**config.mk**
```make
export PLATFORM = sky130hd
export DESIGN_NAME = bpsk_rx_ctrl_flat
export DESIGN_NICKNAME = d
export VERILOG_FILES = /design/src/rtl/bpsk_pkg.sv /design/src/rtl/bpsk_rx_ctrl_if.sv /design/src/rtl/bpsk_rx_bit_sync.sv /design/src/rtl/bpsk_rx_ctrl.sv /design/src/flat_wrapper.sv
export SDC_FILE = /design/constraint.sdc
export NUM_CORES = 1
export LEC_CHECK = 0
export ABC_AREA = 1
export BUFFER_PORTS_ARGS = -buffer_cell sky130_fd_sc_hd__buf_2
export CORE_ASPECT_RATIO = 0.8
export CORE_MARGIN = 2
export CORE_UTILIZATION = 60
export CTS_CLUSTER_SIZE = 28
export DETAILED_ROUTE_END_ITERATION = 8
export GPL_TIMING_DRIVEN = 0
export PLACE_DENSITY_LB_ADDON = 0.25
export SYNTH_ARGS = -nofsm -noshare
export SYNTH_HDL_FRONTEND = slang
export SYNTH_HIERARCHICAL = 1
export SYNTH_SLANG_ARGS = --single-unit
```
**constraint.sdc**
```tcl
create_clock -name clk -period 2.3 [get_ports clk]
set_input_delay 0.115 -clock clk [delete_from_list [all_inputs] [get_ports clk]]
set_output_delay 0.115 -clock clk [all_outputs]
set_load 0.005 [all_outputs]
```
**src/rtl/bpsk_pkg.sv**
```systemverilog
`default_nettype none
// +----------------------------------------------------------------------------+
// | Module   : bpsk_pkg                                                        |
// | Purpose  : Shared definitions for the BPSK receive controller: FSM state   |
// |            encoding, bit-timing counter width and the clocks-per-bit       |
// |            helper used to size the timing counter.                         |
// | Ports    : none (package)                                                  |
// | Revision : 1.0  initial release                                            |
// +----------------------------------------------------------------------------+
package bpsk_pkg;

  // Width of the bit-timing counter; covers long bit periods at high clk rates.
  localparam int c_CNT_W = 24;

  typedef enum logic [1:0] {
    ST_IDLE = 2'd0,
    ST_HUNT = 2'd1,
    ST_RECV = 2'd2
  } rx_state_t;

  // Integer clocks per bit period.
  function automatic int clks_per_bit(input int ref_hz, input int baud);
    return ref_hz / baud;
  endfunction

endpackage : bpsk_pkg
`default_nettype wire

```
**src/rtl/bpsk_rx_ctrl_if.sv**
```systemverilog
`default_nettype none
// +----------------------------------------------------------------------------+
// | Module   : bpsk_rx_ctrl_if                                                 |
// | Purpose  : BRAM write-port bundle between the receive controller and the   |
// |            PS-visible receive buffer RAM.                                  |
// | Ports    : ram_clk, ram_en, ram_we[0:0], ram_addr, ram_wr_data, ram_rst    |
// |            master = controller side (drives), slave = RAM side (receives)  |
// | Revision : 1.0  initial release                                            |
// +----------------------------------------------------------------------------+
interface bpsk_rx_ctrl_if #(
  parameter int DATA_WIDTH = 8,
  parameter int ADDR_WIDTH = 8
);
  logic                  ram_clk;
  logic                  ram_en;
  logic [0:0]            ram_we;
  logic [ADDR_WIDTH-1:0] ram_addr;
  logic [DATA_WIDTH-1:0] ram_wr_data;
  logic                  ram_rst;

  modport master (
    output ram_clk, ram_en, ram_we, ram_addr, ram_wr_data, ram_rst
  );

  modport slave (
    input ram_clk, ram_en, ram_we, ram_addr, ram_wr_data, ram_rst
  );
endinterface : bpsk_rx_ctrl_if
`default_nettype wire

```
**src/rtl/bpsk_rx_bit_sync.sv**
```systemverilog
`default_nettype none
// +----------------------------------------------------------------------------+
// | Module   : bpsk_rx_bit_sync                                                |
// | Purpose  : Front end of the receiver. Synchronises the sliced phase,       |
// |            rejects short glitches and runs the bit-timing counter that     |
// |            produces a mid-bit sample strobe.                               |
// | Ports    : clk, rst_n      clock / async active-low reset                  |
// |            clr             hold timing counter at 0, suppress strobe       |
// |            phase_in        raw sliced phase (asynchronous)                 |
// |            ph_f            filtered phase level                            |
// |            sample_stb      1-cycle mid-bit sample strobe                   |
// | Revision : 1.0  initial release                                            |
// +----------------------------------------------------------------------------+
module bpsk_rx_bit_sync
  import bpsk_pkg::*;
#(
  parameter int CLKS_PER_BIT = 13333,
  parameter int GLITCH_CYC   = 3
) (
  input  wire  clk,
  input  wire  rst_n,
  input  wire  clr,
  input  wire  phase_in,
  output logic ph_f,
  output logic sample_stb
);

  localparam logic [c_CNT_W-1:0] c_CNT_MAX     = c_CNT_W'(CLKS_PER_BIT - 1);
  localparam logic [c_CNT_W-1:0] c_CNT_MID     = c_CNT_W'(CLKS_PER_BIT / 2 - 1);
  localparam logic [7:0]         c_GLITCH_LAST = 8'(GLITCH_CYC - 1);

  logic               r_sync1;
  logic               r_sync2;
  logic               r_ph_f;
  logic [7:0]         r_glitch_cnt;
  logic [c_CNT_W-1:0] r_cnt;
  logic               w_diff;
  logic               w_edge;

  assign w_diff = r_sync2 ^ r_ph_f;
  // The edge is taken on the GLITCH_CYC-th consecutive cycle of disagreement.
  assign w_edge = w_diff && (r_glitch_cnt == c_GLITCH_LAST);

  always_ff @(posedge clk or negedge rst_n) begin
    if (!rst_n) begin
      r_sync1 <= 1'b0;
      r_sync2 <= 1'b0;
    end else begin
      r_sync1 <= phase_in;
      r_sync2 <= r_sync1;
    end
  end

  // Glitch filter: any return to the filtered level restarts the count.
  always_ff @(posedge clk or negedge rst_n) begin
    if (!rst_n) begin
      r_glitch_cnt <= '0;
      r_ph_f       <= 1'b0;
    end else begin
      if (!w_diff || w_edge) r_glitch_cnt <= '0;
      else                   r_glitch_cnt <= r_glitch_cnt + 1'b1;
      if (w_edge) r_ph_f <= r_sync2;
    end
  end

  // Timing counter re-aligns on each accepted edge and free-runs through
  // edge-less runs at the nominal bit period.
  always_ff @(posedge clk or negedge rst_n) begin
    if (!rst_n) begin
      r_cnt <= '0;
    end else if (clr || w_edge || (r_cnt == c_CNT_MAX)) begin
      r_cnt <= '0;
    end else begin
      r_cnt <= r_cnt + 1'b1;
    end
  end

  // An edge in the strobe cycle wins: the counter clears and no sample is taken.
  assign sample_stb = !clr && !w_edge && (r_cnt == c_CNT_MID);
  assign ph_f       = r_ph_f;

endmodule : bpsk_rx_bit_sync
`default_nettype wire

```
**src/rtl/bpsk_rx_ctrl.sv**
```systemverilog
`default_nettype none
// +----------------------------------------------------------------------------+
// | Module   : bpsk_rx_ctrl                                                    |
// | Purpose  : BPSK receive controller. Differentially decodes the filtered    |
// |            phase, assembles bytes MSB first, optionally hunts for a sync   |
// |            byte and writes each frame into a BRAM port.                    |
// | Ports    : clk, rst_n      clock / async active-low reset                  |
// |            rx_en           receive enable (level)                          |
// |            phase_in        sliced phase from the demodulator               |
// |            ram             BRAM write port (bpsk_rx_ctrl_if.master)        |
// |            bit_out         last decoded bit                                |
// |            bit_valid       1-cycle strobe, bit_out updated                 |
// |            sync_lock       high while receiving a frame                    |
// |            frame_done      pulse on the write to the last frame address    |
// | Revision : 1.0  initial release                                            |
// +----------------------------------------------------------------------------+
module bpsk_rx_ctrl
  import bpsk_pkg::*;
#(
  parameter int                    DATA_WIDTH   = 8,
  parameter int                    ADDR_WIDTH   = 8,
  parameter int                    FRAME_LENGTH = 150,
  parameter int                    REF_CLK_FREQ = 128000000,
  parameter int                    BAUDRATE     = 9600,
  parameter int                    GLITCH_CYC   = 3,
  parameter int                    SYNC_EN      = 1,
  parameter logic [DATA_WIDTH-1:0] SYNC_BYTE    = 'h7E
) (
  input  wire           clk,
  input  wire           rst_n,
  input  wire           rx_en,
  input  wire           phase_in,
  bpsk_rx_ctrl_if.master ram,
  output logic          bit_out,
  output logic          bit_valid,
  output logic          sync_lock,
  output logic          frame_done
);

  localparam int                      c_CPB       = clks_per_bit(REF_CLK_FREQ, BAUDRATE);
  localparam int                      c_BCNT_W    = (DATA_WIDTH > 1) ? $clog2(DATA_WIDTH) : 1;
  localparam logic [c_BCNT_W-1:0]     c_BCNT_LAST = c_BCNT_W'(DATA_WIDTH - 1);
  localparam logic [ADDR_WIDTH-1:0]   c_ADDR_LAST = ADDR_WIDTH'(FRAME_LENGTH - 1);

  rx_state_t             r_state;
  rx_state_t             w_state_nxt;
  logic                  w_clr;
  logic                  w_ph_f;
  logic                  w_stb;
  logic                  w_bit;
  logic                  w_byte_done;
  logic                  w_sync_hit;
  logic                  r_prev_phase;
  logic                  r_first;
  logic                  r_bit_out;
  logic                  r_bit_valid;
  logic [DATA_WIDTH-1:0] r_shift;
  logic [c_BCNT_W-1:0]   r_bit_cnt;
  logic                  r_ram_en;
  logic                  r_frame_done;
  logic [DATA_WIDTH-1:0] r_wr_data;
  logic [ADDR_WIDTH-1:0] r_addr;

  assign w_clr = (r_state == ST_IDLE);

  bpsk_rx_bit_sync #(
    .CLKS_PER_BIT (c_CPB),
    .GLITCH_CYC   (GLITCH_CYC)
  ) u_bit_sync (
    .clk        (clk),
    .rst_n      (rst_n),
    .clr        (w_clr),
    .phase_in   (phase_in),
    .ph_f       (w_ph_f),
    .sample_stb (w_stb)
  );

  // Differential decode: a phase change between samples is a '1'.
  assign w_bit = w_ph_f ^ r_prev_phase;

  // The first strobe after IDLE only establishes the reference phase.
  always_ff @(posedge clk or negedge rst_n) begin
    if (!rst_n) begin
      r_prev_phase <= 1'b0;
      r_first      <= 1'b1;
      r_bit_out    <= 1'b0;
      r_bit_valid  <= 1'b0;
      r_shift      <= '0;
    end else if (w_clr) begin
      r_first      <= 1'b1;
      r_bit_valid  <= 1'b0;
      r_shift      <= '0;
    end else begin
      r_bit_valid <= 1'b0;
      if (w_stb) begin
        r_prev_phase <= w_ph_f;
        r_first      <= 1'b0;
        if (!r_first) begin
          r_bit_out   <= w_bit;
          r_bit_valid <= 1'b1;
          r_shift     <= {r_shift[DATA_WIDTH-2:0], w_bit};
        end
      end
    end
  end

  // r_shift is checked in the cycle it has just absorbed a new bit.
  assign w_sync_hit  = r_bit_valid && (r_shift == SYNC_BYTE);
  // A byte that completes as rx_en drops is discarded with the partial frame.
  assign w_byte_done = (r_state == ST_RECV) && rx_en && r_bit_valid &&
                       (r_bit_cnt == c_BCNT_LAST);

  always_ff @(posedge clk or negedge rst_n) begin
    if (!rst_n) begin
      r_bit_cnt <= '0;
    end else if ((r_state != ST_RECV) || !rx_en) begin
      r_bit_cnt <= '0;
    end else if (r_bit_valid) begin
      r_bit_cnt <= (r_bit_cnt == c_BCNT_LAST) ? '0 : r_bit_cnt + 1'b1;
    end
  end

  // Write is issued the cycle after the byte completes; the address advances
  // the cycle after the write. A write already in flight when rx_en drops
  // still uses the current address before it returns to 0.
  always_ff @(posedge clk or negedge rst_n) begin
    if (!rst_n) begin
      r_ram_en     <= 1'b0;
      r_frame_done <= 1'b0;
      r_wr_data    <= '0;
      r_addr       <= '0;
    end else begin
      r_ram_en     <= w_byte_done;
      r_frame_done <= w_byte_done && (r_addr == c_ADDR_LAST);
      if (w_byte_done) r_wr_data <= r_shift;
      if ((r_state == ST_IDLE) || !rx_en) begin
        r_addr <= '0;
      end else if (r_ram_en) begin
        r_addr <= (r_addr == c_ADDR_LAST) ? '0 : r_addr + 1'b1;
      end
    end
  end

  // FSM: state register
  always_ff @(posedge clk or negedge rst_n) begin
    if (!rst_n) r_state <= ST_IDLE;
    else        r_state <= w_state_nxt;
  end

  // FSM: next state
  always_comb begin
    w_state_nxt = r_state;
    unique case (r_state)
      ST_IDLE: begin
        if (rx_en) w_state_nxt = (SYNC_EN != 0) ? ST_HUNT : ST_RECV;
      end
      ST_HUNT: begin
        if (!rx_en)          w_state_nxt = ST_IDLE;
        else if (w_sync_hit) w_state_nxt = ST_RECV;
      end
      ST_RECV: begin
        if (!rx_en)                             w_state_nxt = ST_IDLE;
        else if (r_frame_done && (SYNC_EN != 0)) w_state_nxt = ST_HUNT;
      end
      default: w_state_nxt = ST_IDLE;
    endcase
  end

  // FSM: outputs
  always_comb begin
    sync_lock = 1'b0;
    if (r_state == ST_RECV) sync_lock = 1'b1;
  end

  assign bit_out         = r_bit_out;
  assign bit_valid       = r_bit_valid;
  assign frame_done      = r_frame_done;
  assign ram.ram_clk     = clk;
  assign ram.ram_en      = r_ram_en;
  assign ram.ram_we      = r_ram_en;
  assign ram.ram_addr    = r_addr;
  assign ram.ram_wr_data = r_wr_data;
  assign ram.ram_rst     = 1'b0;

endmodule : bpsk_rx_ctrl
`default_nettype wire

```
**src/flat_wrapper.sv**
```systemverilog
// flat-port wrapper written by rule: the top's interface ports become plain ports
module bpsk_rx_ctrl_flat import bpsk_pkg::*;
#(
  parameter int                    DATA_WIDTH   = 8,
  parameter int                    ADDR_WIDTH   = 8,
  parameter int                    FRAME_LENGTH = 150,
  parameter int                    REF_CLK_FREQ = 128000000,
  parameter int                    BAUDRATE     = 9600,
  parameter int                    GLITCH_CYC   = 3,
  parameter int                    SYNC_EN      = 1,
  parameter logic [DATA_WIDTH-1:0] SYNC_BYTE    = 'h7E
)
  (clk, rst_n, rx_en, phase_in, bit_out, bit_valid, sync_lock, frame_done, ram_ram_clk, ram_ram_en, ram_ram_we, ram_ram_addr, ram_ram_wr_data, ram_ram_rst);
  bpsk_rx_ctrl_if #(.DATA_WIDTH(DATA_WIDTH), .ADDR_WIDTH(ADDR_WIDTH)) ram_i ();
  input  wire clk;
  input  wire rst_n;
  input  wire rx_en;
  input  wire phase_in;
  output logic bit_out;
  output logic bit_valid;
  output logic sync_lock;
  output logic frame_done;
  output wire logic [$bits(ram_i.ram_clk)-1:0] ram_ram_clk;
  output wire logic [$bits(ram_i.ram_en)-1:0] ram_ram_en;
  output wire logic [$bits(ram_i.ram_we)-1:0] ram_ram_we;
  output wire logic [$bits(ram_i.ram_addr)-1:0] ram_ram_addr;
  output wire logic [$bits(ram_i.ram_wr_data)-1:0] ram_ram_wr_data;
  output wire logic [$bits(ram_i.ram_rst)-1:0] ram_ram_rst;
  assign ram_ram_clk = ram_i.ram_clk;
  assign ram_ram_en = ram_i.ram_en;
  assign ram_ram_we = ram_i.ram_we;
  assign ram_ram_addr = ram_i.ram_addr;
  assign ram_ram_wr_data = ram_i.ram_wr_data;
  assign ram_ram_rst = ram_i.ram_rst;
  bpsk_rx_ctrl #(.DATA_WIDTH(DATA_WIDTH), .ADDR_WIDTH(ADDR_WIDTH), .FRAME_LENGTH(FRAME_LENGTH), .REF_CLK_FREQ(REF_CLK_FREQ), .BAUDRATE(BAUDRATE), .GLITCH_CYC(GLITCH_CYC), .SYNC_EN(SYNC_EN), .SYNC_BYTE(SYNC_BYTE)) u_core (.clk(clk), .rst_n(rst_n), .rx_en(rx_en), .phase_in(phase_in), .ram(ram_i), .bit_out(bit_out), .bit_valid(bit_valid), .sync_lock(sync_lock), .frame_done(frame_done));
endmodule
```
; ---- Word level (Yosys, flattened, before mapping)
; Cells that the tools add are included.
[op_classes]
order_cmp = 0
n_addsub = 4
n_eq_ne = 13
n_bitwise = 4
n_reduce_logical = 25
mux = 23
shift = 0
n_mul = 0
div = 0
[op_table]
columns = cell, n
row1 = 8-bit two-way mux, 7
row2 = 24-bit by 1-bit adder with 24-bit output (second input constant), 1
row3 = 24-bit by 13-bit == test with 1-bit output (second input constant), 1
row4 = 24-bit by 14-bit == test with 1-bit output (second input constant), 1
row5 = 24-bit two-way mux, 1
row6 = 8-bit by 1-bit adder with 8-bit output (second input constant), 2
row7 = 2-bit two-way mux, 5
row8 = 3-bit two-way mux, 3
row9 = 8-bit by 2-bit == test with 1-bit output (second input constant), 1
row10 = 8-bit by 7-bit == test with 1-bit output (second input constant), 1
row11 = 8-bit == test (second input constant), 1
row12 = 1-bit logical AND, 8
row13 = 1-bit two-way mux, 6
row14 = 2-bit != test (second input constant), 3
row15 = 3-bit by 2-bit != test with 1-bit output (second input constant), 2
row16 = 2-bit case mux with 3 select lines, 1
row17 = 3-bit AND reduction, 2
row18 = 2-bit nonzero test, 3
row19 = 1-bit logical OR, 5
row20 = 1-bit logical NOT, 4
row21 = 2-bit AND reduction, 2
row22 = 3-bit by 1-bit adder with 3-bit output (second input constant), 1
row23 = 3-bit == test (second input constant), 1
row24 = 2-bit by 1-bit == test with 1-bit output (second input constant), 1
row25 = other kinds (4), 6
[word_totals]
ff_bits = 70
ram_bits = 0
rom_bits = 0
output_inout_bits = 24
input_bits = 4
latch_bits = 0
word_cells = 85
n_memories = 0

; ---- Longest topological paths before layout
; Gate-level depths: netlist of the first run.
[depth]
ltp_word = 7
ltp_mapped = 12
ltp_nobuf = 12

; ---- Hierarchy
; Netlist of the first run, hierarchy kept.
[modules_own_cells]
columns = module, seq_area_each_um2, area_per_inst_um2, cells_per_inst, instances
row1 = bpsk_rx_bit_sync, 875.8, 2072.0, 289, 1
row2 = bpsk_rx_ctrl, 877.1, 1694.1, 184, 1

==> impl_metrics.prom, run 1 <==
# TYPE chip_impl_metric gauge
chip_impl_metric{name="finalNetCount",unit=""} 529
chip_impl_metric{name="post-route-period-util",unit=""} 0.835
chip_impl_metric{name="clock_latency_at_the_later_pin_of_the_worst_skew_pair",unit="ns"} 0.45
chip_impl_metric{name="floorplan.core_area",unit="µm²"} 5970
chip_impl_metric{name="setup_viol",unit=""} 0
chip_impl_info{name="category_of_the_critical_setup_timing_path",value="register to register"} 1
chip_impl_metric{name="timing.setup.tns",unit="ns"} 0
chip_impl_info{name="cell_type_with_the_largest_total_area_after_synthesis",value="dfrtp_1"} 1
chip_impl_metric{name="crit_arrival",unit="ns"} 2.25
chip_impl_metric{name="synth_top_area_share",unit=""} 0.458
chip_impl_metric{name="final-max-slew-violation-count",unit=""} 0
chip_impl_metric{name="synth_cell_types",unit=""} 36
chip_impl_metric{name="detail_route.drc_violations",unit=""} 0
chip_impl_metric{name="max-cap-violations",unit=""} 0
chip_impl_metric{name="fraction_of_layout_cells_with_a_size_suffix_above_1",unit=""} 0.171
chip_impl_metric{name="die_width",unit="µm"} 92.6
chip_impl_metric{name="remaining_global_route_overflow",unit=""} 0
chip_impl_metric{name="pin_count_of_the_biggest_net_entering_global_routing",unit=""} 71
chip_impl_metric{name="drt_first_iter_violations",unit=""} 243
chip_impl_metric{name="initial_antenna_violation_count",unit=""} 0
chip_impl_metric{name="cts_hold_buf",unit=""} 3
chip_impl_metric{name="viasPerCell",unit=""} 5.22
chip_impl_info{name="setup.worst_path.start_class",value="register"} 1
chip_impl_metric{name="yosysWarnings",unit=""} 6
chip_impl_metric{name="num_ports",unit=""} 28
chip_impl_metric{name="worst_margin_slew",unit="ns"} 0.871
chip_impl_metric{name="place_worst_setup_slack",unit="ns"} 0.401
chip_impl_metric{name="start_util",unit=""} 0.630
chip_impl_metric{name="reg2reg_depth",unit=""} 10
chip_impl_metric{name="synth_seq_area_share",unit=""} 0.465
chip_impl_metric{name="dieArea",unit="µm²"} 6930
chip_impl_info{name="critical_r2r_capture",value="u_core/r_shift[1]$_DFFE_PN0P_"} 1
chip_impl_metric{name="rows",unit=""} 25
chip_impl_info{name="rr_startpoint",value="u_core/u_bit_sync/r_glitch_cnt[0]$_DFF_PN0_"} 1
chip_impl_metric{name="syn_nets",unit=""} 486
chip_impl_info{name="rsz_0062_raised_after_global_routing",value="false"} 1
chip_impl_metric{name="period_minus_slack",unit="ns"} 1.92
chip_impl_metric{name="cts_repair_resize_count",unit=""} 0
chip_impl_metric{name="vias",unit=""} 3142
chip_impl_metric{name="fmax",unit="MHz"} 521
chip_impl_metric{name="number_of_synthesized_flops_with_an_enable_pin",unit=""} 0
chip_impl_metric{name="first_pass_iters",unit=""} 5
chip_impl_metric{name="globalRouteTotalUtil",unit=""} 0.244
chip_impl_metric{name="cts.reportedPaths.clkPinSlew",unit="ns"} 0.08
chip_impl_metric{name="final_hold_viol_count",unit=""} 0
chip_impl_metric{name="worstPathMaxFanout",unit=""} 8
chip_impl_metric{name="first_global_vias",unit=""} 2800
chip_impl_metric{name="synth_seq_cells",unit=""} 70
chip_impl_metric{name="n_fill_cell",unit=""} 474
chip_impl_metric{name="totalWireLength",unit="µm"} 7850
chip_impl_metric{name="register_area",unit="µm²"} 1750
chip_impl_info{name="ys.flop_type",value="dfrtp_1"} 1
chip_impl_info{name="critical_path.endpoint_type",value="register"} 1
chip_impl_metric{name="skew",unit="ns"} 0.0107
chip_impl_metric{name="slew_headroom",unit=""} 0.419
chip_impl_info{name="worst_hold_path_type",value="input pin to asynchronous set/reset pin"} 1
chip_impl_metric{name="dpl.hpwl",unit="µm"} 5570
chip_impl_metric{name="postCtsSetupBuffers",unit=""} 0
chip_impl_metric{name="routedWlPerCell",unit="µm"} 13.0
chip_impl_metric{name="multi_input_comb_area",unit="µm²"} 1710
chip_impl_metric{name="p_leak",unit="µW"} 0.00209
chip_impl_metric{name="pwr_density_cell",unit="nW/µm²"} 675
chip_impl_metric{name="timing.reg2reg.setup_slack",unit="ns"} 0.38
chip_impl_metric{name="synth-async-reset-ratio",unit=""} 1.00
chip_impl_info{name="status",value="completed"} 1
chip_impl_metric{name="syn-mean-instance-area",unit="µm²"} 7.96
chip_impl_metric{name="syn_inst",unit=""} 473
chip_impl_metric{name="die_height",unit="µm"} 74.9
chip_impl_info{name="startpoint",value="u_core/u_bit_sync/r_glitch_cnt[0]$_DFF_PN0_"} 1
chip_impl_metric{name="area_delta_synth_final",unit="%"} 14.0
chip_impl_metric{name="post_synthesis_instance_area",unit="µm²"} 3770
chip_impl_metric{name="final.setup.worst_slack",unit="ns"} 0.379
chip_impl_metric{name="ant_nets",unit=""} 0
chip_impl_info{name="tritoncts",value="done"} 1
chip_impl_metric{name="port_buffers",unit=""} 26
chip_impl_metric{name="cp.required",unit="ns"} 2.63
chip_impl_metric{name="grt_first_pass_wirelength",unit="µm"} 12900
chip_impl_metric{name="placer_congestion_estimate",unit=""} 0.956
chip_impl_metric{name="antenna_cells_inserted",unit=""} 0
chip_impl_info{name="synth_area_leaders",value="dfrtp_1, nand2_1, nor2_1, inv_1, nand3_1"} 1
chip_impl_metric{name="ir_worst_vdd",unit="mV"} 0.544
[layer usage]
| layer | vias to the layer above | part of all wire | global-route usage |
|---|---|---|---|
| li1 | 1567 | - | - |
| met4 | 0 | 0.0078 | 0.0647 |
| met5 | - | 0 | 0 |
| met1 | 1479 | 0.47 | 0.333 |
| met2 | 91 | 0.46 | 0.388 |
| met3 | 5 | 0.069 | 0.0731 |
[layout by cell type (no fill, tap or decap), drive strengths merged, types with 2 or more instances in the layout]
cell / n
xor2: 11
o22ai: 9
ha: 9
nor2: 94
xnor2: 2
inv: 63
nand2: 123
a21oi: 6
o21ai: 21
dfrtp: 69
nand4: 5
buf: 33
dlygate4sd3: 3
nor3: 7
clkbuf: 12
clkinv: 5
bufinv: 2
nand3: 37
[cells in the mapped netlist, drive strengths merged, types with 6 or more instances]
cell type  instances
nand2            123
nor2              94
dfrtp             69
inv               63
nand3             37
o21ai             21
xor2              11
ha                 9
o22ai              9
buf                7
nor3               7
a21oi              6
[per-stage QoR]
step | util | power [µW] | cells | hold WS (ns) | area, µm²
global route | 0.719 | 3030 | 602 | 0.307 | 4290
global placement | 0.669 | 1670 | 580 | 0.227 | 4000
floorplan | - | 1580 | 473 | -0.181 | 3770
CTS | 0.719 | 2940 | 602 | 0.285 | 4290
finish | 0.719 | 2900 | 602 | 0.312 | 4290
detailed placement | 0.670 | 1690 | 580 | 0.233 | 4000
[where the power goes]
part           internal, µW  switching [µW]
clock                   756             514
combinational          94.5             208
sequential             1270            52.4
total                  2120             774
[layout make-up]
class | count | area share
flip-flops and latches | 70 | 0.408
multi-input cells | 332 | 0.398
inverters | 64 | 0.0568
clock buffers | 13 | 0.0396
repair buffers | 28 | 0.0367
well taps | 81 | 0.0236
clock inverters | 7 | 0.0230
plain buffers | 7 | 0.0140
[worst max-delay path by stage]
stage	endpoint	depth (start not counted)
2_1_floorplan	u_core/bit_out$_DFFE_PN0P_	12
3_3_place_gp	u_core/bit_out$_DFFE_PN0P_	12
3_5_place_dp	u_core/r_shift[0]$_DFFE_PN0P_	10
4_1_cts	u_core/r_shift[1]$_DFFE_PN0P_	10
5_1_grt	u_core/bit_out$_DFFE_PN0P_	12
6_report	u_core/r_shift[1]$_DFFE_PN0P_	10
[kinds of logic (layout without fill, tap and decap cells)]
logic type               after synthesis  in the layout  share of synthesized area
AND/OR/NAND/NOR                      270            270                      0.328
buffers and inverters                 71            119                     0.0807
flip-flops                            70             70                      0.465
AO/OA/AOI/OAI                         39             39                     0.0645
XOR/XNOR                              13             13                     0.0302
adder cells (fa/ha/maj)                9              9                     0.0299
other                                  1              1                   0.000996
[registers in the layout, indices dropped and copies added (netlist names), 2 cells and up]
name	count
u_core/r_bit_cnt	3
u_core/r_shift	8
u_core/r_state	2
u_core/ram.ram_addr	8
u_core/ram.ram_wr_data	8
u_core/u_bit_sync/r_cnt	24
u_core/u_bit_sync/r_glitch_cnt	8
[critical path: stages (launching register included)]
cell	delay, ns
dfrtp_1	0.40
inv_1	0.06
ha_1	0.19
nand2_1	0.07
nor2_1	0.07
a21oi_1	0.20
inv_1	0.06
nor2_1	0.20
nand2_1	0.14
nand2_1	0.28
o22ai_1	0.13
(Power assumes the default switching activity.)
==> run 2, diff against run 1 <==
--- a/config.mk
+++ b/config.mk
@@ -5,11 +5,11 @@
 export SDC_FILE = /design/constraint.sdc
 export NUM_CORES = 1
 export LEC_CHECK = 0
-export ABC_AREA = 1
+export ABC_AREA = 0
 export BUFFER_PORTS_ARGS = -buffer_cell sky130_fd_sc_hd__buf_2
 export CORE_ASPECT_RATIO = 0.8
 export CORE_MARGIN = 2
-export CORE_UTILIZATION = 60
+export CORE_UTILIZATION = 59
 export CTS_CLUSTER_SIZE = 28
 export DETAILED_ROUTE_END_ITERATION = 8
 export GPL_TIMING_DRIVEN = 0
==> constraint.sdc (replaced) <==
create_clock -name clk -period 1.9 [get_ports clk]
set_input_delay 0.095 -clock clk [delete_from_list [all_inputs] [get_ports clk]]
set_output_delay 0.095 -clock clk [all_outputs]
set_load 0.005 [all_outputs]
==> run 2 against run 1 <==
  * The run now ends with setup timing left
  * Highest routed layer unchanged
  * Critical path type unchanged
  * Utilization up 6.1 points
  * Non-clock buffer count up 22
  * Clock-buffer cell count unchanged
  * Clock power up 43%
  * Flip-flop and latch count unchanged
==> impl_metrics.prom, run 2 <==
# TYPE chip_impl_metric gauge
chip_impl_info{name="status",value="complete, but fails checks"} 1
chip_impl_info{name="violations",value="setup timing"} 1
chip_impl_metric{name="totalWireLength",unit="µm"} 8050
chip_impl_metric{name="worst_margin_slew",unit="ns"} 0.847
chip_impl_info{name="rsz_0062_raised_after_global_routing",value="true"} 1
chip_impl_metric{name="clock_latency_at_the_later_pin_of_the_worst_skew_pair",unit="ns"} 0.45
chip_impl_metric{name="max-cap-violations",unit=""} 0
chip_impl_metric{name="postLayoutCellArea",unit="µm²"} 4260
chip_impl_info{name="rr_startpoint",value="u_core/r_state[1]$_DFFE_PN0P_"} 1
chip_impl_metric{name="placer_congestion_estimate",unit=""} 0.871
chip_impl_metric{name="grt_first_pass_wirelength",unit="µm"} 12500
chip_impl_metric{name="ir_worst_vdd",unit="mV"} 0.836
chip_impl_info{name="most-common-layout-cells",value="dfrtp_1, nor2_1, nand2_1, buf_2, buf_4"} 1
chip_impl_metric{name="initial_antenna_violation_count",unit=""} 0
chip_impl_metric{name="synth_top_area_share",unit=""} 0.514
chip_impl_info{name="layout.cells.most_common",value="dfrtp_1"} 1
chip_impl_metric{name="first_global_vias",unit=""} 2604
chip_impl_metric{name="number_of_synthesized_flops_with_an_enable_pin",unit=""} 0
chip_impl_metric{name="globalRouteTotalUtil",unit=""} 0.259
chip_impl_metric{name="reg2reg_depth",unit=""} 6
chip_impl_metric{name="skew",unit="ns"} 0.00980
chip_impl_info{name="ys_top_cells_by_count",value="dfrtp_1, nor2_1, nand2_1, a21oi_1, xnor2_1"} 1
chip_impl_metric{name="dpl.hpwl",unit="µm"} 4260
chip_impl_metric{name="post-route-period-util",unit=""} 1.07
chip_impl_metric{name="synth_seq_area_share",unit=""} 0.521
chip_impl_info{name="critical_path.endpoint_type",value="register"} 1
chip_impl_metric{name="ant_nets",unit=""} 0
chip_impl_info{name="setup.worst_path.start_class",value="register"} 1
chip_impl_info{name="synth.most_common_cell",value="dfrtp_1"} 1
chip_impl_metric{name="die_width",unit="µm"} 88.4
chip_impl_metric{name="first_pass_iters",unit=""} 5
chip_impl_metric{name="fraction_of_layout_cells_with_a_size_suffix_above_1",unit=""} 0.307
chip_impl_metric{name="rows",unit=""} 24
chip_impl_metric{name="num_ports",unit=""} 28
chip_impl_metric{name="syn_inst",unit=""} 332
chip_impl_metric{name="antenna_cells_inserted",unit=""} 0
chip_impl_metric{name="setup_viol",unit=""} 28
chip_impl_metric{name="slew_headroom",unit=""} 0.435
chip_impl_metric{name="worstPathMaxFanout",unit=""} 11
chip_impl_metric{name="routedWlPerCell",unit="µm"} 16.9
chip_impl_info{name="critical_r2r_capture",value="u_core/r_prev_phase$_DFFE_PN0P_"} 1
chip_impl_metric{name="final.setup.worst_slack",unit="ns"} -0.142
chip_impl_metric{name="dieArea",unit="µm²"} 6320
chip_impl_metric{name="synth-async-reset-ratio",unit=""} 1.00
chip_impl_info{name="ys.flop_type",value="dfrtp_1"} 1
chip_impl_metric{name="detailed_place.area",unit="µm²"} 3610
chip_impl_metric{name="hold_slack",unit="ns"} 0.285
chip_impl_metric{name="p_leak",unit="µW"} 0.00188
chip_impl_metric{name="start_util",unit=""} 0.615
chip_impl_metric{name="syn-mean-instance-area",unit="µm²"} 10.1
chip_impl_metric{name="synth_seq_cells",unit=""} 70
chip_impl_metric{name="yosysWarnings",unit=""} 6
chip_impl_metric{name="pin_count_of_the_biggest_net_entering_global_routing",unit=""} 71
chip_impl_info{name="tritoncts",value="done"} 1
chip_impl_metric{name="final_hold_viol_count",unit=""} 0
chip_impl_metric{name="die_height",unit="µm"} 71.5
chip_impl_metric{name="finalNetCount",unit=""} 405
chip_impl_metric{name="timing.reg2reg.setup_slack",unit="ns"} -0.14
chip_impl_metric{name="final-max-slew-violation-count",unit=""} 0
chip_impl_info{name="category_of_the_critical_setup_timing_path",value="register to register"} 1
chip_impl_metric{name="detail_route.drc_violations",unit=""} 0
chip_impl_info{name="worst_hold_path_type",value="input pin to asynchronous set/reset pin"} 1
chip_impl_metric{name="drt_first_iter_violations",unit=""} 321
chip_impl_metric{name="port_buffers",unit=""} 26
chip_impl_metric{name="floorplan.core_area",unit="µm²"} 5470
chip_impl_metric{name="syn_nets",unit=""} 345
chip_impl_info{name="cell_type_with_the_largest_total_area_after_synthesis",value="dfrtp_1"} 1
chip_impl_metric{name="period_minus_slack",unit="ns"} 2.04
chip_impl_metric{name="crit_arrival",unit="ns"} 2.38
chip_impl_metric{name="largest_register_ffs",unit=""} 24
chip_impl_metric{name="cp.required",unit="ns"} 2.23
chip_impl_metric{name="fin_total_pwr",unit="µW"} 3780
chip_impl_metric{name="vias",unit=""} 2770
chip_impl_metric{name="fmax",unit="MHz"} 490
chip_impl_metric{name="viasPerCell",unit=""} 5.83
chip_impl_metric{name="synth_cell_types",unit=""} 48
chip_impl_metric{name="remaining_global_route_overflow",unit=""} 0
chip_impl_metric{name="post_synthesis_instance_area",unit="µm²"} 3360
chip_impl_info{name="register_with_the_most_flip_flops",value="u_core/u_bit_sync/r_cnt"} 1
chip_impl_metric{name="pwr_density_cell",unit="nW/µm²"} 888
chip_impl_metric{name="area_delta_synth_final",unit="%"} 26.8
chip_impl_info{name="synth_area_leaders",value="dfrtp_1, nor2_1, xnor2_1, nand2_1, ha_1"} 1
chip_impl_metric{name="cts.reportedPaths.clkPinSlew",unit="ns"} 0.08
==> run 2: worst max-delay path by stage <==
stage / from / end / slack [ns] / cells after the start
2_1_floorplan: u_core/u_bit_sync/r_cnt[0]$_DFF_PN0_ / u_core/u_bit_sync/r_cnt[18]$_DFF_PN0_ / 0.01 / 6
3_3_place_gp: u_core/u_bit_sync/r_cnt[7]$_DFF_PN0_ / u_core/u_bit_sync/r_cnt[8]$_DFF_PN0_ / -0.29 / 5
3_5_place_dp: u_core/u_bit_sync/r_cnt[20]$_DFF_PN0_ / u_core/u_bit_sync/r_cnt[8]$_DFF_PN0_ / -0.29 / 5
4_1_cts: u_core/u_bit_sync/r_cnt[1]$_DFF_PN0_ / u_core/r_shift[0]$_DFFE_PN0P_ / -0.10 / 10
5_1_grt: u_core/u_bit_sync/r_cnt[17]$_DFF_PN0_ / u_core/r_shift[0]$_DFFE_PN0P_ / -0.24 / 8
6_report: u_core/r_state[1]$_DFFE_PN0P_ / u_core/r_prev_phase$_DFFE_PN0P_ / -0.14 / 6
==> run 2: kinds of logic (layout without fill, tap and decap cells) <==
| group | Yosys count | after routing | share of synthesized area |
|---|---|---|---|
| mux | 12 | 12 | 0.0395 |
| buf+inv | 24 | 89 | 0.0342 |
| fa+ha+maj | 9 | 9 | 0.0335 |
| xor+xnor | 27 | 27 | 0.0703 |
| other cells | 1 | 1 | 0.00112 |
| simple gates | 146 | 146 | 0.223 |
| compound gates | 43 | 43 | 0.0774 |
| flops | 70 | 70 | 0.521 |
==> run 2: where the power goes <==
group	total [µW]	leakage [µW]	internal (µW)	switching, µW
combinational	372	0.000766	156	215
sequential	1590	0.000947	1540	56.2
clock	1820	0.000164	1180	633
==> run 2: cell type report <==
| type | count | area [µm²] |
|---|---|---|
| Sequential cell | 70 | 1760 |
| Multi-Input combinational cell | 238 | 1650 |
| Fill cell | 337 | 1200 |
| Timing Repair Buffer | 47 | 300 |
| Clock buffer | 13 | 170 |
| Clock inverter | 7 | 146 |
| Tap cell | 78 | 97.6 |
| Buffer | 10 | 88.8 |
| Inverter | 12 | 45.0 |
==> run 2: worst max-delay path: stages (launching register included) <==
cell and delay (ns):
dfrtp_2 0.46, nor2_1 0.33, clkbuf_2 0.36, nor4_4 0.10
buf_4 0.17, o21ai_1 0.13, mux2_2 0.38
==> run 2: what timing repair did <==
| item | 4_1_cts | 5_1_grt |
|---|---|---|
| setup endpoints to repair | 35 | 35 |
| gates resized for setup | 23 | 21 |
| hold endpoints to repair | 72 | 0 |
| pin swaps | 5 | 6 |
| setup buffers | 9 | 10 |
| hold buffers | 3 | 0 |
==> run 2: per-stage QoR <==
stage | setup TNS [ns] | setup slack, ns | utilization | instances
final | -0.777 | -0.142 | 0.780 | 475
after global routing | -4.18 | -0.243 | 0.780 | 475
after CTS | -0.394 | -0.102 | 0.752 | 466
after detailed placement | -6.94 | -0.288 | 0.660 | 436
after global placement | -6.63 | -0.290 | 0.660 | 436
after floorplan | 0 | 0.0106 | - | 332
==> run 2: layer usage <==
metal | routed length, µm | vias up | global-route usage
met5 | 0 | - | 0
met4 | 256 | 0 | 0.113
met3 | 415 | 30 | 0.0737
met2 | 3970 | 101 | 0.402
met1 | 3410 | 1351 | 0.342
li1 | - | 1288 | -
==> run 3, diff against run 2 <==
--- a/config.mk
+++ b/config.mk
@@ -6,14 +6,15 @@
 export NUM_CORES = 1
 export LEC_CHECK = 0
 export ABC_AREA = 0
-export BUFFER_PORTS_ARGS = -buffer_cell sky130_fd_sc_hd__buf_2
 export CORE_ASPECT_RATIO = 0.8
 export CORE_MARGIN = 2
-export CORE_UTILIZATION = 59
+export CORE_UTILIZATION = 63
 export CTS_CLUSTER_SIZE = 28
 export DETAILED_ROUTE_END_ITERATION = 8
+export DONT_BUFFER_PORTS = 1
 export GPL_TIMING_DRIVEN = 0
 export PLACE_DENSITY_LB_ADDON = 0.25
+export REMOVE_ABC_BUFFERS = 1
 export SYNTH_ARGS = -nofsm -noshare
 export SYNTH_HDL_FRONTEND = slang
 export SYNTH_HIERARCHICAL = 1
==> run 3 against run 2 <==
  * The flow still finishes with violations (setup timing)
  * Die area shrank 6.0%
  * Clock skew is 0.0048 ns lower
  * Clock power is 26% lower
  * Sequential power is essentially flat
  * Largest power group is now registers
  * Worst setup slack is essentially flat
  * Fmax barely moved
  * Highest routed layer unchanged
  * Clock-buffer cell count decreased by 3
==> impl_metrics.prom, run 3 (synthesis gave the netlist of run 2 again) <==
# TYPE chip_impl_metric gauge
chip_impl_info{name="status",value="complete, but fails checks"} 1
chip_impl_info{name="violations",value="setup timing"} 1
chip_impl_info{name="critical_path.top_delay_family",value="simple AND/OR/NAND/NOR gates"} 1
chip_impl_metric{name="worst_margin_slew",unit="ns"} 0.618
chip_impl_metric{name="sequentialPowerShare",unit=""} 0.475
chip_impl_metric{name="detail_route.drc_violations",unit=""} 0
chip_impl_metric{name="dpl.hpwl",unit="µm"} 4420
chip_impl_metric{name="multi_input_comb_area",unit="µm²"} 1700
chip_impl_metric{name="critical_path_cell_count",unit=""} 10
chip_impl_metric{name="setup_viol",unit=""} 35
chip_impl_metric{name="cp.required",unit="ns"} 2.09
chip_impl_metric{name="start_util",unit=""} 0.664
chip_impl_info{name="critical_path.endpoint_type",value="register"} 1
chip_impl_metric{name="ir_worst_vdd",unit="mV"} 0.625
chip_impl_metric{name="maximum_level_of_the_cts_h_tree",unit=""} 3
chip_impl_metric{name="dieArea",unit="µm²"} 5940
chip_impl_info{name="register_with_the_most_flip_flops",value="u_core/u_bit_sync/r_cnt"} 1
chip_impl_metric{name="clock_share_of_power",unit=""} 0.396
chip_impl_metric{name="floorplan.core_area",unit="µm²"} 5060
chip_impl_metric{name="routedWlPerCell",unit="µm"} 19.0
chip_impl_info{name="worst_hold_path_type",value="input pin to register"} 1
chip_impl_info{name="cp_cell_sequence",value="inv_2 > ha_4 > nand2_2 > nor4_2 > nand3_1 > nor4_4 > nand2_2 > buf_6 > nand2_1 > a21oi_1"} 1
chip_impl_metric{name="worstPathMaxFanout",unit=""} 5
chip_impl_info{name="critical_path.slowest_cell",value="nor4_4"} 1
chip_impl_metric{name="pwr-share-comb",unit=""} 0.130
chip_impl_info{name="category_of_the_critical_setup_timing_path",value="register to register"} 1
chip_impl_metric{name="final.setup.worst_slack",unit="ns"} -0.142
chip_impl_metric{name="internal_power_contribution",unit="µW"} 2510
chip_impl_metric{name="switching_power_of_the_nets",unit="µW"} 867
chip_impl_metric{name="p_leak",unit="µW"} 0.00171
chip_impl_info{name="setup.worst_path.start_class",value="register"} 1
chip_impl_metric{name="first_global_vias",unit=""} 2552
chip_impl_metric{name="num_ports",unit=""} 28
chip_impl_info{name="cts.root.buffer_cell",value="clkbuf_8"} 1
chip_impl_metric{name="max-clock-path-buffers",unit=""} 2
chip_impl_metric{name="first_pass_iters",unit=""} 5
chip_impl_metric{name="totalWireLength",unit="µm"} 8210
chip_impl_metric{name="cts_inserted_buffers",unit=""} 9
chip_impl_metric{name="max-cap-violations",unit=""} 0
chip_impl_metric{name="skew",unit="ns"} 0.00504
chip_impl_metric{name="clock_latency_at_the_later_pin_of_the_worst_skew_pair",unit="ns"} 0.34
chip_impl_metric{name="antenna_cells_inserted",unit=""} 0
chip_impl_metric{name="initial_antenna_violation_count",unit=""} 0
chip_impl_info{name="crit_path_frequent_cell",value="nand2_2"} 1
chip_impl_metric{name="cts.reportedPaths.clkPinSlew",unit="ns"} 0.07
chip_impl_metric{name="fraction_of_layout_cells_with_a_size_suffix_above_1",unit=""} 0.306
chip_impl_metric{name="rows",unit=""} 23
chip_impl_metric{name="drt_first_iter_violations",unit=""} 368
chip_impl_info{name="most-common-layout-cells",value="dfrtp_1, nor2_1, nand2_1, buf_4, xnor2_1"} 1
chip_impl_metric{name="final_hold_viol_count",unit=""} 0
chip_impl_metric{name="register_area",unit="µm²"} 1760
chip_impl_metric{name="post-route-period-util",unit=""} 1.07
chip_impl_info{name="layout.cells.most_common",value="dfrtp_1"} 1
chip_impl_metric{name="period_minus_slack",unit="ns"} 2.04
chip_impl_metric{name="viasPerCell",unit=""} 6.38
chip_impl_metric{name="fmax",unit="MHz"} 490
chip_impl_metric{name="die_height",unit="µm"} 69.3
chip_impl_metric{name="fin_cells",unit=""} 431
chip_impl_metric{name="cts_num_sinks",unit=""} 70
chip_impl_metric{name="pwr_density_cell",unit="nW/µm²"} 817
chip_impl_metric{name="hold_slack",unit="ns"} 0.0334
chip_impl_metric{name="ant_nets",unit=""} 0
chip_impl_metric{name="finalNetCount",unit=""} 377
chip_impl_metric{name="globalRouteTotalUtil",unit=""} 0.262
chip_impl_metric{name="die_width",unit="µm"} 85.7
chip_impl_metric{name="post_place_cells",unit=""} 383
chip_impl_metric{name="area_delta_synth_final",unit="%"} 23.0
chip_impl_metric{name="pin_count_of_the_biggest_net_entering_global_routing",unit=""} 71
chip_impl_metric{name="grt_first_pass_wirelength",unit="µm"} 12300
chip_impl_metric{name="placer_congestion_estimate",unit=""} 0.807
chip_impl_metric{name="vias",unit=""} 2750
chip_impl_info{name="tritoncts",value="done"} 1
chip_impl_metric{name="port_buffers",unit=""} 0
chip_impl_metric{name="largest_register_ffs",unit=""} 24
chip_impl_metric{name="slew_headroom",unit=""} 0.588
chip_impl_metric{name="switching_share",unit=""} 0.256
chip_impl_metric{name="hold-path-cell-count",unit=""} 2
chip_impl_metric{name="final-max-slew-violation-count",unit=""} 0
chip_impl_metric{name="reg2reg_depth",unit=""} 10
chip_impl_metric{name="crit_arrival",unit="ns"} 2.24
chip_impl_metric{name="n_fill_cell",unit=""} 281
chip_impl_info{name="rsz_0062_raised_after_global_routing",value="true"} 1
chip_impl_metric{name="remaining_global_route_overflow",unit=""} 0
chip_impl_metric{name="worst-path-buf-inv",unit=""} 2
chip_impl_metric{name="slowest_delay",unit="ns"} 0.41
[run 3: area by class of cell]
type / count / area share
Sequential cell: 70 / 0.426
Multi-Input combinational cell: 239 / 0.411
Timing Repair Buffer: 32 / 0.0789
Clock buffer: 10 / 0.0333
Clock inverter: 6 / 0.0203
Tap cell: 62 / 0.0188
Inverter: 12 / 0.0109
[run 3: repair_timing]
| action | CTS | global route |
|---|---|---|
| pin swaps | 7 | 8 |
| gates resized for setup | 20 | 49 |
| hold buffers | 4 | 0 |
| gates cloned | 2 | 0 |
| setup buffers | 16 | 10 |
| hold endpoints to repair | 73 | 0 |
| endpoints found under the setup margin | 35 | 35 |
[run 3: final timing paths]
check	start	to	slack [ns]
setup / recovery	u_core/u_bit_sync/r_cnt[1]$_DFF_PN0_	u_core/r_shift[3]$_DFFE_PN0P_	-0.14
hold / removal	rx_en	u_core/r_bit_cnt[2]$_DFFE_PN0P_	0.03
setup reg to reg	u_core/u_bit_sync/r_cnt[1]$_DFF_PN0_	u_core/r_shift[3]$_DFFE_PN0P_	-0.14
hold reg to reg	u_core/u_bit_sync/r_sync1$_DFF_PN0_	u_core/u_bit_sync/r_sync2$_DFF_PN0_	0.37
max in group asynchronous	rst_n	u_core/r_first$_DFFE_PN1P_	1.30
min in group asynchronous	rst_n	u_core/ram.ram_wr_data[0]$_DFFE_PN0P_	0.30
[run 3: power groups by stage]
stage / clock, µW / sequential, µW / combinational, µW
after floorplan: 0 / 1610 / 166
after CTS: 1360 / 1590 / 335
final: 1340 / 1600 / 439
after global placement: 0 / 1620 / 202
after global routing: 1410 / 1610 / 474
after detailed placement: 0 / 1620 / 216
[run 3: metal layers]
metal,vias up,share of wire,global-route usage
li1,1225,-,-
met1,1349,0.43,0.366
met2,138,0.48,0.410
met3,38,0.068,0.0679
met4,0,0.025,0.0688
met5,-,0,0
[run 3: worst register-to-register path, cell delays in order, from the launching register on]
cell and delay (ns):
dfrtp_1 0.40, inv_2 0.09, ha_4 0.13, nand2_2 0.05, nor4_2 0.14, nand3_1 0.18, nor4_4 0.41, nand2_2 0.18
buf_6 0.16, nand2_1 0.07, a21oi_1 0.08
[run 3: metrics by stage]
step | power (µW) | instance area (µm²) | util | TNS (ns) | setup WS (ns)
2_1_floorplan | 1780 | 3290 | - | -9.94 | -0.402
3_5_place_dp | 1840 | 3390 | 0.670 | -10.16 | -0.584
3_3_place_gp | 1820 | 3370 | 0.665 | -28.84 | -1.07
4_1_cts | 3280 | 3880 | 0.766 | -0.136 | -0.0517
5_1_grt | 3500 | 4140 | 0.817 | -4.78 | -0.216
6_report | 3380 | 4140 | 0.817 | -2.26 | -0.142
